==> src/rtl/decryption_pkg.sv <==
// -----------------------------------------------------------------------------
// decryption_pkg
// Shared constants and types for the decryption datapath.
//   SYS_DWIDTH_C  : plaintext byte width
//   MST_DWIDTH_C  : packed word width (four bytes)
//   TERM_CHAR_DEF : default end-of-message character (never stored)
//   entry_t       : one buffered word, {last, be[3:0], data[31:0]}
//   be_from_idx() : byte enables for a partial word holding idx bytes
// -----------------------------------------------------------------------------
package decryption_pkg;

  localparam int SYS_DWIDTH_C = 8;
  localparam int MST_DWIDTH_C = 32;
  localparam logic [SYS_DWIDTH_C-1:0] TERM_CHAR_DEF = 8'hFA;

  typedef struct packed {
    logic                    last;
    logic [3:0]              be;
    logic [MST_DWIDTH_C-1:0] data;
  } entry_t;

  // Bytes fill from the top, so enables grow downward from be[3].
  function automatic logic [3:0] be_from_idx(input logic [1:0] idx);
    logic [3:0] be;
    case (idx)
      2'd0:    be = 4'b0000;
      2'd1:    be = 4'b1000;
      2'd2:    be = 4'b1100;
      default: be = 4'b1110;
    endcase
    return be;
  endfunction

endpackage

==> src/rtl/packer_fifo.sv <==
// -----------------------------------------------------------------------------
// packer_fifo
// Generic synchronous show-ahead FIFO. The head entry is read combinationally
// from storage and forced to zero while the FIFO is empty. Pointers carry one
// extra wrap bit so full and empty are told apart without a separate counter.
// A push into a full FIFO is accepted only when a pop happens in the same cycle.
//   clk, rst_n : clock, asynchronous active-low reset
//   clr_i      : synchronous clear of both pointers (priority over push/pop)
//   push_i     : write wdata_i
//   pop_i      : retire the head entry
//   wdata_i    : write data
//   rdata_o    : head entry (zero when empty)
//   full_o     : DEPTH entries held
//   empty_o    : no entries held
//   level_o    : occupancy, 0..DEPTH
// -----------------------------------------------------------------------------
module packer_fifo #(
  parameter int WIDTH = 37,
  parameter int DEPTH = 8
) (
  input  logic                     clk,
  input  logic                     rst_n,
  input  logic                     clr_i,
  input  logic                     push_i,
  input  logic                     pop_i,
  input  logic [WIDTH-1:0]         wdata_i,
  output logic [WIDTH-1:0]         rdata_o,
  output logic                     full_o,
  output logic                     empty_o,
  output logic [$clog2(DEPTH):0]   level_o
);

  localparam int AW = $clog2(DEPTH);

  logic [WIDTH-1:0] r_mem [DEPTH];
  logic [AW:0]      r_wr_ptr;
  logic [AW:0]      r_rd_ptr;
  logic             w_full;
  logic             w_empty;
  logic             w_wr_en;
  logic             w_rd_en;

  assign w_empty = (r_wr_ptr == r_rd_ptr);
  assign w_full  = (r_wr_ptr[AW] != r_rd_ptr[AW]) &&
                   (r_wr_ptr[AW-1:0] == r_rd_ptr[AW-1:0]);

  // When full, the write slot equals the head slot; a same-cycle pop has
  // already consumed the head combinationally, so overwriting it is safe.
  assign w_wr_en = push_i && !clr_i && (!w_full || pop_i);
  assign w_rd_en = pop_i  && !clr_i && !w_empty;

  // NOTE: sequential state uses non-blocking assignments so every flop samples
  // pre-edge values regardless of the order the always blocks are evaluated.
  always_ff @(posedge clk or negedge rst_n) begin
    if (!rst_n) begin
      r_wr_ptr <= '0;
      r_rd_ptr <= '0;
    end else if (clr_i) begin
      r_wr_ptr <= '0;
      r_rd_ptr <= '0;
    end else begin
      if (w_wr_en) r_wr_ptr <= r_wr_ptr + 1'b1;
      if (w_rd_en) r_rd_ptr <= r_rd_ptr + 1'b1;
    end
  end

  // NOTE: storage is deliberately not reset; an entry is only ever observed
  // after it has been written, and empty masking hides stale contents.
  always_ff @(posedge clk) begin
    if (w_wr_en) r_mem[r_wr_ptr[AW-1:0]] <= wdata_i;
  end

  assign rdata_o = w_empty ? '0 : r_mem[r_rd_ptr[AW-1:0]];
  assign full_o  = w_full;
  assign empty_o = w_empty;
  assign level_o = r_wr_ptr - r_rd_ptr;

endmodule

==> src/rtl/plaintext_packer.sv <==
// -----------------------------------------------------------------------------
// plaintext_packer
// Packs the plaintext byte stream big-endian into 32-bit words and buffers
// them in a show-ahead FIFO for a valid/ready consumer. A terminator byte
// (TERM_CHAR) closes the message: any partial word is flushed with byte
// enables and last=1, or an empty last word is emitted at a word boundary.
// Words that arrive while the FIFO is full (and not popping) are dropped and
// set the sticky overflow flag.
//
// Optional feature: define PLAINTEXT_PACKER_MSG_CNT_EN to add msg_cnt_o, a
// 16-bit wrapping count of accepted last=1 words.
//
//   clk, rst_n : clock, asynchronous active-low reset
//   clr_i      : synchronous clear of accumulator, FIFO, overflow (and count)
//   data_i     : plaintext byte,  valid_i : byte qualifier (no backpressure)
//   data_o     : head word, first byte in [31:24]
//   be_o       : byte enables, be_o[3] <-> [31:24]
//   last_o     : head word ends a message
//   valid_o    : head valid,  ready_i : consumer accepts head
//   level_o    : FIFO occupancy
//   overflow_o : sticky, a word was dropped
//   msg_cnt_o  : (optional) accepted message count
// -----------------------------------------------------------------------------
module plaintext_packer
  import decryption_pkg::*;
#(
  parameter int                    SYS_DWIDTH = SYS_DWIDTH_C,
  parameter int                    MST_DWIDTH = MST_DWIDTH_C,
  parameter int                    FIFO_DEPTH = 8,
  parameter logic [SYS_DWIDTH-1:0] TERM_CHAR  = TERM_CHAR_DEF
) (
  input  logic                          clk,
  input  logic                          rst_n,
  input  logic                          clr_i,
  input  logic [SYS_DWIDTH-1:0]         data_i,
  input  logic                          valid_i,
  output logic [MST_DWIDTH-1:0]         data_o,
  output logic [3:0]                    be_o,
  output logic                          last_o,
  output logic                          valid_o,
  input  logic                          ready_i,
  output logic [$clog2(FIFO_DEPTH):0]   level_o,
  output logic                          overflow_o
`ifdef PLAINTEXT_PACKER_MSG_CNT_EN
  ,
  output logic [15:0]                   msg_cnt_o
`endif
);

  logic [1:0]              r_idx;
  logic [3*SYS_DWIDTH-1:0] r_partial;
  logic                    r_overflow;

  logic   w_is_term;
  logic   w_is_byte;
  logic   w_push;
  logic   w_pop;
  logic   w_accept;
  logic   w_full;
  logic   w_empty;
  entry_t w_push_entry;
  entry_t w_head;

  assign w_is_term = valid_i && (data_i == TERM_CHAR);
  assign w_is_byte = valid_i && (data_i != TERM_CHAR);

  // A word leaves the accumulator on the fourth byte or on any terminator.
  assign w_push   = !clr_i && (w_is_term || (w_is_byte && (r_idx == 2'd3)));
  assign w_pop    = !clr_i && !w_empty && ready_i;
  assign w_accept = w_push && (!w_full || w_pop);

  // The partial register is zeroed whenever idx returns to 0, so unused
  // byte lanes of a flushed word are already zero.
  // NOTE: every always_comb output gets a default first so no path can
  // leave it unassigned and infer a latch.
  always_comb begin
    w_push_entry = '0;
    if (w_is_term) begin
      w_push_entry.data = {r_partial, {SYS_DWIDTH{1'b0}}};
      w_push_entry.be   = be_from_idx(r_idx);
      w_push_entry.last = 1'b1;
    end else begin
      w_push_entry.data = {r_partial, data_i};
      w_push_entry.be   = 4'b1111;
      w_push_entry.last = 1'b0;
    end
  end

  always_ff @(posedge clk or negedge rst_n) begin
    if (!rst_n) begin
      r_idx     <= 2'd0;
      r_partial <= '0;
    end else if (clr_i || w_is_term || (w_is_byte && (r_idx == 2'd3))) begin
      // Cleared whether the word was accepted or dropped.
      r_idx     <= 2'd0;
      r_partial <= '0;
    end else if (w_is_byte) begin
      case (r_idx)
        2'd0:    r_partial[3*SYS_DWIDTH-1 -: SYS_DWIDTH] <= data_i;
        2'd1:    r_partial[2*SYS_DWIDTH-1 -: SYS_DWIDTH] <= data_i;
        default: r_partial[SYS_DWIDTH-1 -: SYS_DWIDTH]   <= data_i;
      endcase
      r_idx <= r_idx + 2'd1;
    end
  end

  always_ff @(posedge clk or negedge rst_n) begin
    if (!rst_n) begin
      r_overflow <= 1'b0;
    end else if (clr_i) begin
      r_overflow <= 1'b0;
    end else if (w_push && !w_accept) begin
      r_overflow <= 1'b1;
    end
  end

`ifdef PLAINTEXT_PACKER_MSG_CNT_EN
  logic [15:0] r_msg_cnt;

  always_ff @(posedge clk or negedge rst_n) begin
    if (!rst_n) begin
      r_msg_cnt <= '0;
    end else if (clr_i) begin
      r_msg_cnt <= '0;
    end else if (w_accept && w_push_entry.last) begin
      r_msg_cnt <= r_msg_cnt + 16'd1;
    end
  end

  assign msg_cnt_o = r_msg_cnt;
`endif

  packer_fifo #(
    .WIDTH ($bits(entry_t)),
    .DEPTH (FIFO_DEPTH)
  ) u_fifo (
    .clk     (clk),
    .rst_n   (rst_n),
    .clr_i   (clr_i),
    .push_i  (w_accept),
    .pop_i   (w_pop),
    .wdata_i (w_push_entry),
    .rdata_o (w_head),
    .full_o  (w_full),
    .empty_o (w_empty),
    .level_o (level_o)
  );

  assign valid_o    = !w_empty;
  assign data_o     = w_head.data;
  assign be_o       = w_head.be;
  assign last_o     = w_head.last;
  assign overflow_o = r_overflow;

endmodule

==> config.mk <==
export PLATFORM = sky130hd
export DESIGN_NAME = plaintext_packer
export DESIGN_NICKNAME = d
export VERILOG_FILES = /design/src/rtl/decryption_pkg.sv /design/src/rtl/packer_fifo.sv /design/src/rtl/plaintext_packer.sv
export SDC_FILE = /design/constraint.sdc
export NUM_CORES = 1
export LEC_CHECK = 0
export BUFFER_PORTS_ARGS = -buffer_cell sky130_fd_sc_hd__buf_4
export CAP_MARGIN = 10
export CORE_MARGIN = 10
export CORE_UTILIZATION = 60
export DETAILED_ROUTE_END_ITERATION = 10
export PLACE_DENSITY = 0.82
export SLEW_MARGIN = 20
export SYNTH_ARGS = -nofsm -noshare
export SYNTH_HDL_FRONTEND = slang
export SYNTH_HIERARCHICAL = 1
export SYNTH_SLANG_ARGS = --single-unit
==> constraint.sdc <==
create_clock -name clk -period 18.8 [get_ports clk]
set_input_delay 2.82 -clock clk [delete_from_list [all_inputs] [get_ports clk]]
set_output_delay 2.82 -clock clk [all_outputs]
set_load 0.02 [all_outputs]
# [Yosys cells after proc, flatten, opt, wreduce, memory -nomap -nowiden]
# Memories as Yosys holds them, arrays and structs flattened.
# Cells that the tools add are included.
[word_totals] regBits=35 latchBits=0 ramBits=296 romBits=0 mem_count=1
[mem_list] name="u_fifo.r_mem" words=8 word_bits=37 rd=1 rd_ports_with_merged_regs=0 wr=1 line="packer_fifo.sv:35" source="logic [WIDTH-1:0] r_mem [DEPTH];"
[classes] add_sub_neg=4 multipliers=0 div=0 n_lt_le_gt_ge=0 eq_ne=9 shift=0 muxes=18 bitwise_logic=0 reduce_logical=32
[op_table] operator="$mux 37" count=2
[op_table] operator="$mux 24" count=2
[op_table] operator="$mux 8" count=3
[op_table] operator="$mux 4" count=4
[op_table] operator="$logic_and 1x1->1" count=13
[op_table] operator="$pmux 4 s3" count=1
[op_table] operator="$reduce_bool 2->1" count=6
[op_table] operator="$add 4x1->4 const B" count=2
[op_table] operator="$eq 8x8->1 const B" count=1
[op_table] operator="$ne 8x8->1 const B" count=1
[op_table] operator="$reduce_and 2->1" count=3
[op_table] operator="$eq 2x2->1 const B" count=2
[op_table] operator="$eq 4x4->1" count=1
[op_table] operator="$logic_not 1->1" count=4
[op_table] operator="$logic_or 1x1->1" count=4
[op_table] operator="$mux 1" count=4
[op_table] operator="$mux 2" count=2
[op_table] operator="$sub 4x4->4" count=1
[op_table] operator="$eq 3x3->1" count=1
[op_table] operator="$add 2x1->2 const B" count=1
[op_table] operator="$eq 2x1->1 const B" count=1
[op_table] operator="$logic_not 2->1" count=1
[op_table] operator="$ne 2x1->1 const B" count=1
[op_table] operator="$reduce_or 2->1" count=1
[op_table] operator="$ne 1x1->1" count=1

# [Longest topological paths before layout]
# Gate-level depths: netlist of run 1.
[depth] word_depth=10 ltp_mapped=13 depth_no_buf=10

# [Cells and area by module]
# Netlist of run 1, hierarchy kept.
[by_module_without_submodules] module="packer_fifo" instances=1 cells_per_inst=505 area_each_um2=11732.5
[by_module_without_submodules] module="plaintext_packer" instances=1 cells_per_inst=125 area_each_um2=1416.4

# [Least setup slack after synthesis of run 1]
# No wires, ideal clock.
[synth_timing] path_type="input to register" from="input port clr_i" to="memory u_fifo.r_mem[0][0] (enable)" setup_ps=477 t_arrival_ps=6799 setup_slack_ps=11523 path_stages=6 path_buffers=0 path_cell_list="nor3b_1 -> nor2b_1 -> nor3_1 -> nor3b_1 -> nand2_1 -> nor3_1"
[synth_via] elab_chain_cells=9 word_cells_on_any_way=10
[synth_lines] item="start: declaration" line="plaintext_packer.sv:34" source="input logic clr_i,"
[synth_lines] item="$logic_not 1->1 *" line="plaintext_packer.sv:68, plaintext_packer.sv:69"
[synth_lines] item="$logic_and 1x1->1 (2 in a row)" line="plaintext_packer.sv:69" source="assign w_pop = !clr_i && !w_empty && ready_i;"
[synth_lines] item="$logic_or 1x1->1" line="plaintext_packer.sv:70" source="assign w_accept = w_push && (!w_full || w_pop);"
[synth_lines] item="$logic_and 1x1->1 *" line="plaintext_packer.sv:70"
[synth_lines] item="net w_accept" line="plaintext_packer.sv:58" source="logic w_accept;"
[synth_lines] item="$logic_and 1x1->1 * (2 in a row)" line="packer_fifo.sv:49" source="assign w_wr_en = push_i && !clr_i && (!w_full || pop_i);"
[synth_lines] item="$mux 1 *" line="packer_fifo.sv:70" source="if (w_wr_en) r_mem[r_wr_ptr[AW-1:0]] <= wdata_i;"
[synth_lines] item="$mux 1 (implied by the code) *" line="packer_fifo.sv:70"
[synth_lines] item="end: declaration" line="packer_fifo.sv:35"
# The timed path passes the listed nets; every way through them passes the cells marked *.

# [Worst setup path in the final report of run 1]
[layout_timing] from="register u_fifo.r_rd_ptr[0]" to="output port data_o[24]"
[layout_via] elab_chain_cells=2 word_cells_on_any_way=3
[layout_lines] item="start: declaration" line="packer_fifo.sv:37" source="logic [AW:0] r_rd_ptr;"
[layout_lines] item="start signal: assignment" line="packer_fifo.sv:63" source="if (w_rd_en) r_rd_ptr <= r_rd_ptr + 1'b1;"
[layout_lines] item="$mem_v2 8x37 or $eq 4x4->1 (tied branches)"
[layout_lines] item="$mux 37 *" line="packer_fifo.sv:73" source="assign rdata_o = w_empty ? '0 : r_mem[r_rd_ptr[AW-1:0]];"
[layout_lines] item="end: declaration" line="plaintext_packer.sv:37" source="output logic [MST_DWIDTH-1:0] data_o,"
# Mark *: on every way between the ends. The rest lies on a longest branch, timed or not.

==> summary.txt, run 1 <==
Global route
  • All-Layer GR Usage: between 10% and 20%
  • Vias in the first global route: 6796
  • Grt total ovfl: 0
  • Largest net degree at the start of global routing: 80
  • Global-route wire length before repair: 40900 um
  • Initial antenna violation count: 1

Logic synthesis
  • Synth area leaders: edfxtp_1, mux4_2, dfrtp_1
  • Register area share after synthesis: 74.3%
  • Net Count, Synth: between 600 and 700
  • Mapped cell area: 13100 sq um
  • FF+latch count, synth: 331
  • Synth warn: 6
  • Dominant cell by count in the synthesized netlist: edfxtp_1
  • Top_reg_cell synth: edfxtp_1
  • Area share of the largest cell type after synthesis: 67.6%
  • Syn Area/Cell: 20.9 sq um
  • Synth Instances: 630
  • Post-synth ARST share: 10.6%
  • Yosys cell types: 47
  • Synth top cells by count: edfxtp_1, mux4_2, nor2_1
  • Number of synthesized flops with an enable pin: 296
  • Largest area contributor in the synthesized netlist: edfxtp_1

Detailed routing
  • Number of DRC markers in iteration 0: 603
  • 1st-pass router iterations: 5
  • Routed via count: roughly 6300
  • Drt wl/cell: 26.2 um
  • Detail Route Antenna Nets: 0
  • Via density: about 6.3
  • Final WL: 26300 um
  • Drt drc: 0

Setup path
  • Worst EP required: 15.98 ns
  • Worst setup SP type: flip-flop
  • CP max FO: 40
  • Arr. time, crit path: between 3 and 4 ns
  • R2R setup slack: 13.72 ns
  • Critical Path Max Stage Delay: 0.95 ns
  • Most frequent CP cell: buf_4
  • R2R depth: 12
  • Worst-path cell chain: buf_4 > mux4_2 > a22o_1 > buf_4
  • Slowest-stage cell, CP: dfrtp_4
  • Setup CP Type: reg2out
  • Critical Path End Type: output pin

Clock tree
  • Clock latency on the worst-skew pair: 0.55 ns
  • Cts hold-fix bufs: 0
  • CTS resizes: 0
  • Clk sinks: 331
  • CTS Buffer Depth: 3
  • CTS tree: done
  • Clock-pin slew on the worst setup and hold paths: approximately 0.070 ns
  • CTS buffer count: 31
  • Root Driver: clkbuf_16
  • Setup Buffers After CTS: 0
  • H-Tree Depth: 1

Layout
  • Area grow syn2layout: 13.1%
  • FILL cells: 1257
  • Multi-input logic area: around 3200 sq um
  • Final core utilization: 68.6%
  • Register area: 9770 sq um
  • Nets: 724
  • Layout cells sized above 1: 29.9%

Pwr
  • Design Power: 0.00145 W
  • Switching pwr: roughly 0.00029 W
  • Pwr Density: 97.8 nW/um^2
  • Leakage: 5.11 nW
  • Maximum VDD drop: 0.0632 mV
  • Int Pwr: 0.00117 W
  • Clock network power share: approximately 42%
  • Logic pwr share: 1.9%
  • Seq pwr share: 55.9%
  • Net Sw Frac: 19.7%

Timing
  • Post-layout min period: 6.15 ns
  • Fmax: between 150 and 200 MHz
  • Final hold viol count: 0
  • Slew @ Worst Pin: 0.935 ns
  • Final setup viols: 0
  • Period utilisation layout: between 30 and 40%
  • Setup tns final: 0 ns
  • Fin Clk Skew: between 0.01 and 0.015 ns
  • Max_slew headroom: 37.5%
  • Post-route setup slack: between 10 and 15 ns
  • Min Hold Slack: 0.538 ns
  • RSZ-0062 raised after global routing: no
  • Max Slew Vio Count: 0

Run
  • Max Cap Viol: 0

Worst hold path
  • Worst Hold Class: reg2reg
  • Hold path depth: 1

Die
  • Die ar.: between 20000 and 30000 sq um
  • IO Count: 56
  • Initial Util: 60.6%
  • Die H: 168 um
  • Core Rows: between 50 and 60
  • Chip width: ~170 um
  • CORE AREA: 21700 sq um

Placed design
  • Detailed placement HPWL: around 15000 um
  • Pre-CTS WS: 12.44 ns
  • Port bufs: between 50 and 60
  • Routability Congestion: about 0.83

Status
  • Outcome: completed
[power by group through the flow]
stage,Combinational (W),Sequential [W],Clock [W]
floorplan,0.0000174,0.000825,0
global placement,0.0000260,0.000828,0
detailed placement,0.0000271,0.000829,0
CTS,0.0000278,0.000813,0.000621
global route,0.0000302,0.000814,0.000651
finish,0.0000277,0.000813,0.000613
[stage by stage]
stage	cells	area [sq um]
after global routing	1004	14900
final	1004	14900
after global placement	946	13800
after CTS	1003	14900
after detailed placement	946	13800
after floorplan	630	13100
[sequential cells by signal, indices dropped and copies added, names as in the netlist]
register / count
u_fifo/r_mem: 296
overflow_o: 1
r_idx: 2
r_partial: 24
u_fifo/r_rd_ptr: 4
u_fifo/r_wr_ptr: 4
[area by class of cell]
class	instances	share of cell area, %
Clock inverter	20	1.33
Tap cell	280	2.36
Clock buffer	37	5.50
Timing Repair Buffer	65	3.31
Sequential cell	331	65.7
Multi-Input combinational cell	257	21.5
Inverter	13	0.328
Antenna cell	1	0.0168
[placed cells by master, fill, tap and decap left out, drive strengths merged, types with 2 or more instances in the layout]
| master | count |
|---|---|
| clkbuf | 37 |
| dfrtp | 35 |
| nor2 | 44 |
| xnor2 | 5 |
| o21ai | 7 |
| edfxtp | 296 |
| buf | 65 |
| clkinv | 11 |
| a21oi | 5 |
| bufinv | 3 |
| nand3 | 2 |
| nor3b | 2 |
| nor3 | 3 |
| clkinvlp | 5 |
| a22o | 37 |
| mux4 | 74 |
| or3 | 2 |
| nor2b | 2 |
| xor2 | 4 |
| nand4b | 3 |
| ha | 11 |
| mux2i | 27 |
| nand2 | 11 |
| inv | 14 |
| and4b | 2 |
| and2b | 6 |
[final timing paths]
| path | startpoint | endpoint |
|---|---|---|
| min in group asynchronous | rst_n | u_fifo/r_rd_ptr[0] |
| min reg2reg | overflow_o | overflow_o |
| max in group asynchronous | rst_n | u_fifo/r_rd_ptr[1] |
| max | u_fifo/r_rd_ptr[0] | data_o[24] |
| max reg2reg | u_fifo/r_rd_ptr[1] | u_fifo/r_mem[3][18] |
| min | overflow_o | overflow_o |
[critical path, delay by kind of cell, from the launching register on]
family | cells | cell delay [ns]
buf+inv | 2 | 0.90
compound gates | 1 | 0.24
mux | 1 | 0.64
flops | 1 | 0.95
[routing by layer]
metal / up-vias / share of wire [%] / global-route usage, %
li1: 2706 / - / -
met1: 3295 / 41 / 25.2
met2: 273 / 50 / 29.8
met3: 47 / 6.6 / 3.14
met4: 0 / 2.3 / 5.72
met5: - / 0 / 0
[cell families after synthesis]
| kind of cell | share of synthesized area [%] |
|---|---|
| xor gates and xnor gates | 0.714 |
| AOI/OAI and AO/OA | 3.72 |
| DFF | 74.3 |
| muxes | 14.7 |
| adders and majority gates | 1.20 |
| and+or+nand+nor | 3.49 |
| buffers and inverters | 1.88 |
Power figures use the tool's default switching activity.
==> inputs of run 2 (changes only) <==
Settings changed: CORE_UTILIZATION 60 to 55, PLACE_DENSITY 0.82 to 0.79.
Clock period 18.8 ns to 5.2 ns, I/O delays scaled along.
==> run 2 against run 1 <==
Non-clock buffer count up 4. Worst hold slack worse by 0.35 ns. Flip-flop and latch count unchanged. Clock power rose to 4.1 times the previous value. Final area up 1.7%. Setup slack worse by 12 ns. Sequential power rose to 3.6 times the previous value. Utilization down 4.1 points. Critical path depth up 7. Sequential share of layout area down 1.1 points. Register-to-register slack worse by 13 ns. Critical endpoint is now u_fifo/r_mem[4][30].
==> summary.txt, run 2 (synthesis gave the netlist of run 1 again) <==
Status
  • Outcome: completed

Detailed routing
  • Detail Route Antenna Nets: 0 (unchanged)
  • 1st-pass router iterations: 5 (unchanged)
  • Final WL: 27500 um (+4.4%)
  • Drt drc: 0 (unchanged)
  • Number of DRC markers in iteration 0: 718 (+19%)
  • Drt wl/cell: 26.2 um (+0.14%)
  • Routed via count: 6514 (+3.1%)
  • Via density: 6.22 (-1.2%)

Placed design
  • Routability Congestion: 0.832 (+0.64%)
  • Detailed placement HPWL: 15400 um (+5.1%)
  • Port bufs: 55 (unchanged)

Layout
  • Max reg flops: 296 (unchanged)
  • Leading cell types in the layout, fill and taps excluded: edfxtp_1, mux4_2, buf_4
  • N_diodes: 0 (-1)
  • Nets: 728 (+0.55%)
  • Area grow syn2layout: 15.0%
  • Layout cells sized above 1: 31.2% (+1.3 points)
  • FILL cells: 1476 (+17%)
  • Commonest non-fill, non-tap cell in the layout: edfxtp_1

Timing
  • Setup tns final: 0 ns (unchanged)
  • Final hold viol count: 0 (unchanged)
  • Max Slew Vio Count: 0 (unchanged)
  • Max_slew headroom: 39.1% (+1.6 points)
  • Fin Clk Skew: 0.0126 ns (-0.000778 ns)
  • Fmax: 231 MHz
  • Period utilisation layout: 83.3%
  • Final setup viols: 0 (unchanged)
  • RSZ-0062 raised after global routing: no
  • Post-layout min period: approximately 4.3 ns
  • Slew @ Worst Pin: 0.913 ns (-0.0217 ns)

Clock tree
  • Cts hold-fix bufs: 0 (unchanged)
  • Clock-pin slew on the worst setup and hold paths: 0.07 ns (about the same)
  • CTS resizes: 0 (unchanged)
  • Clk sinks: 331 (unchanged)
  • CTS buffer count: 31 (unchanged)
  • Setup Buffers After CTS: 0 (unchanged)
  • Clock latency on the worst-skew pair: 0.56 ns (about the same)
  • CTS Buffer Depth: 3 (unchanged)
  • H-Tree Depth: 1 (unchanged)
  • CTS tree: done
  • Root Driver: clkbuf_16

Die
  • CORE AREA: 23500 sq um (+8.2%)
  • Die ar.: 30500 sq um (+8.0%)
  • Core Rows: 56 (+3.7%)
  • Die H: 175 um (+3.9%)
  • Initial Util: 56.0% (-4.6 points)
  • Chip width: 175 um (+3.9%)
  • IO Count: 56 (unchanged)

Setup path
  • Reg2reg end: u_fifo/r_mem[4][30]
  • Critical Path End Type: flip-flop
  • Arr. time, crit path: 4.58 ns (+1.25 ns)
  • R2R setup slack: 0.87 ns (-12.85 ns)
  • Critical path endpoint: u_fifo/r_mem[4][30]
  • Worst setup SP type: flip-flop
  • CP max FO: 14 (-65%)
  • Worst EP required: 5.45 ns (-10.53 ns)
  • Setup CP Type: reg2reg
  • CP Launch Point: u_fifo/r_rd_ptr[2]
  • R2R depth: 11 (-1)
  • Reg-to-Reg Start: u_fifo/r_rd_ptr[2]

Global route
  • Global-route wire length before repair: 42600 um (+4.1%)
  • All-Layer GR Usage: 18.0% (-0.42 points)
  • Largest net degree at the start of global routing: 79 (-1.3%)
  • Initial antenna violation count: 1 (unchanged)
  • Grt total ovfl: 0 (unchanged)
  • Vias in the first global route: 7038 (+3.6%)

Pwr
  • Pwr Density: 369 nW/um^2 (+280%)
  • Leakage: 5.21 nW (+2.0%)
  • Design Power: 0.00559 W (+280%)
  • Maximum VDD drop: 0.220 mV (+250%)

Worst hold path
  • Worst Hold Class: in2async

Run
  • Max Cap Viol: 0 (unchanged)
run 2: worst min-delay path by stage:
stage / from / endpoint / cells past startpoint
2_1_floorplan: rst_n / overflow_o / 0
3_3_place_gp: overflow_o / overflow_o / 1
3_5_place_dp: overflow_o / overflow_o / 1
4_1_cts: rst_n / overflow_o / 1
5_1_grt: rst_n / overflow_o / 1
6_report: rst_n / overflow_o / 1
run 2: per-layer routing:
layer / part of all wire [%] / global-route usage [%] / vias to the layer above
met4: 1.9 / 5.30 / 0
li1: - / - / 2715
met1: 41 / 24.9 / 3443
met3: 7.3 / 3.21 / 45
met2: 50 / 28.9 / 311
met5: 0 / 0 / -
run 2: layout make-up:
class / count / area, sq um / area share, %
clock buffers: 37 / 848 / 5.61
clock inverters: 21 / 333 / 2.20
inverters: 13 / 48.8 / 0.323
multi-input cells: 257 / 3200 / 21.2
flip-flops and latches: 331 / 9770 / 64.6
well taps: 319 / 399 / 2.64
repair buffers: 69 / 522 / 3.45
run 2: critical path, stage by stage, from the launching register on:
cell and delay [ns]:
dfrtp_1 0.50, inv_1 0.18, ha_1 0.37, nand3_2 0.20, nor2_4 0.11, nor3b_1 0.24, buf_4 0.19, nor2b_1 0.06
nor3_1 0.47, nand4b_1 0.50, nor3_4 0.82, buf_4 0.37
run 2: power by group:
part | switching, W | internal, W
logic | 0.0000697 | 0.0000371
registers | 0.0000323 | 0.00291
clock network | 0.000971 | 0.00157
total | 0.00107 | 0.00451
run 2: metrics by stage:
stage	worst slack (ns)	hold slack, ns	cells	util, %	cell area (sq um)
global route	0.591	0.202	1047	64.4	15100
global placement	1.17	0.517	989	59.4	13900
detailed placement	0.924	0.514	989	59.4	13900
CTS	0.882	0.181	1047	64.4	15100
floorplan	0.167	0.484	630	-	13200
finish	0.870	0.186	1047	64.4	15100
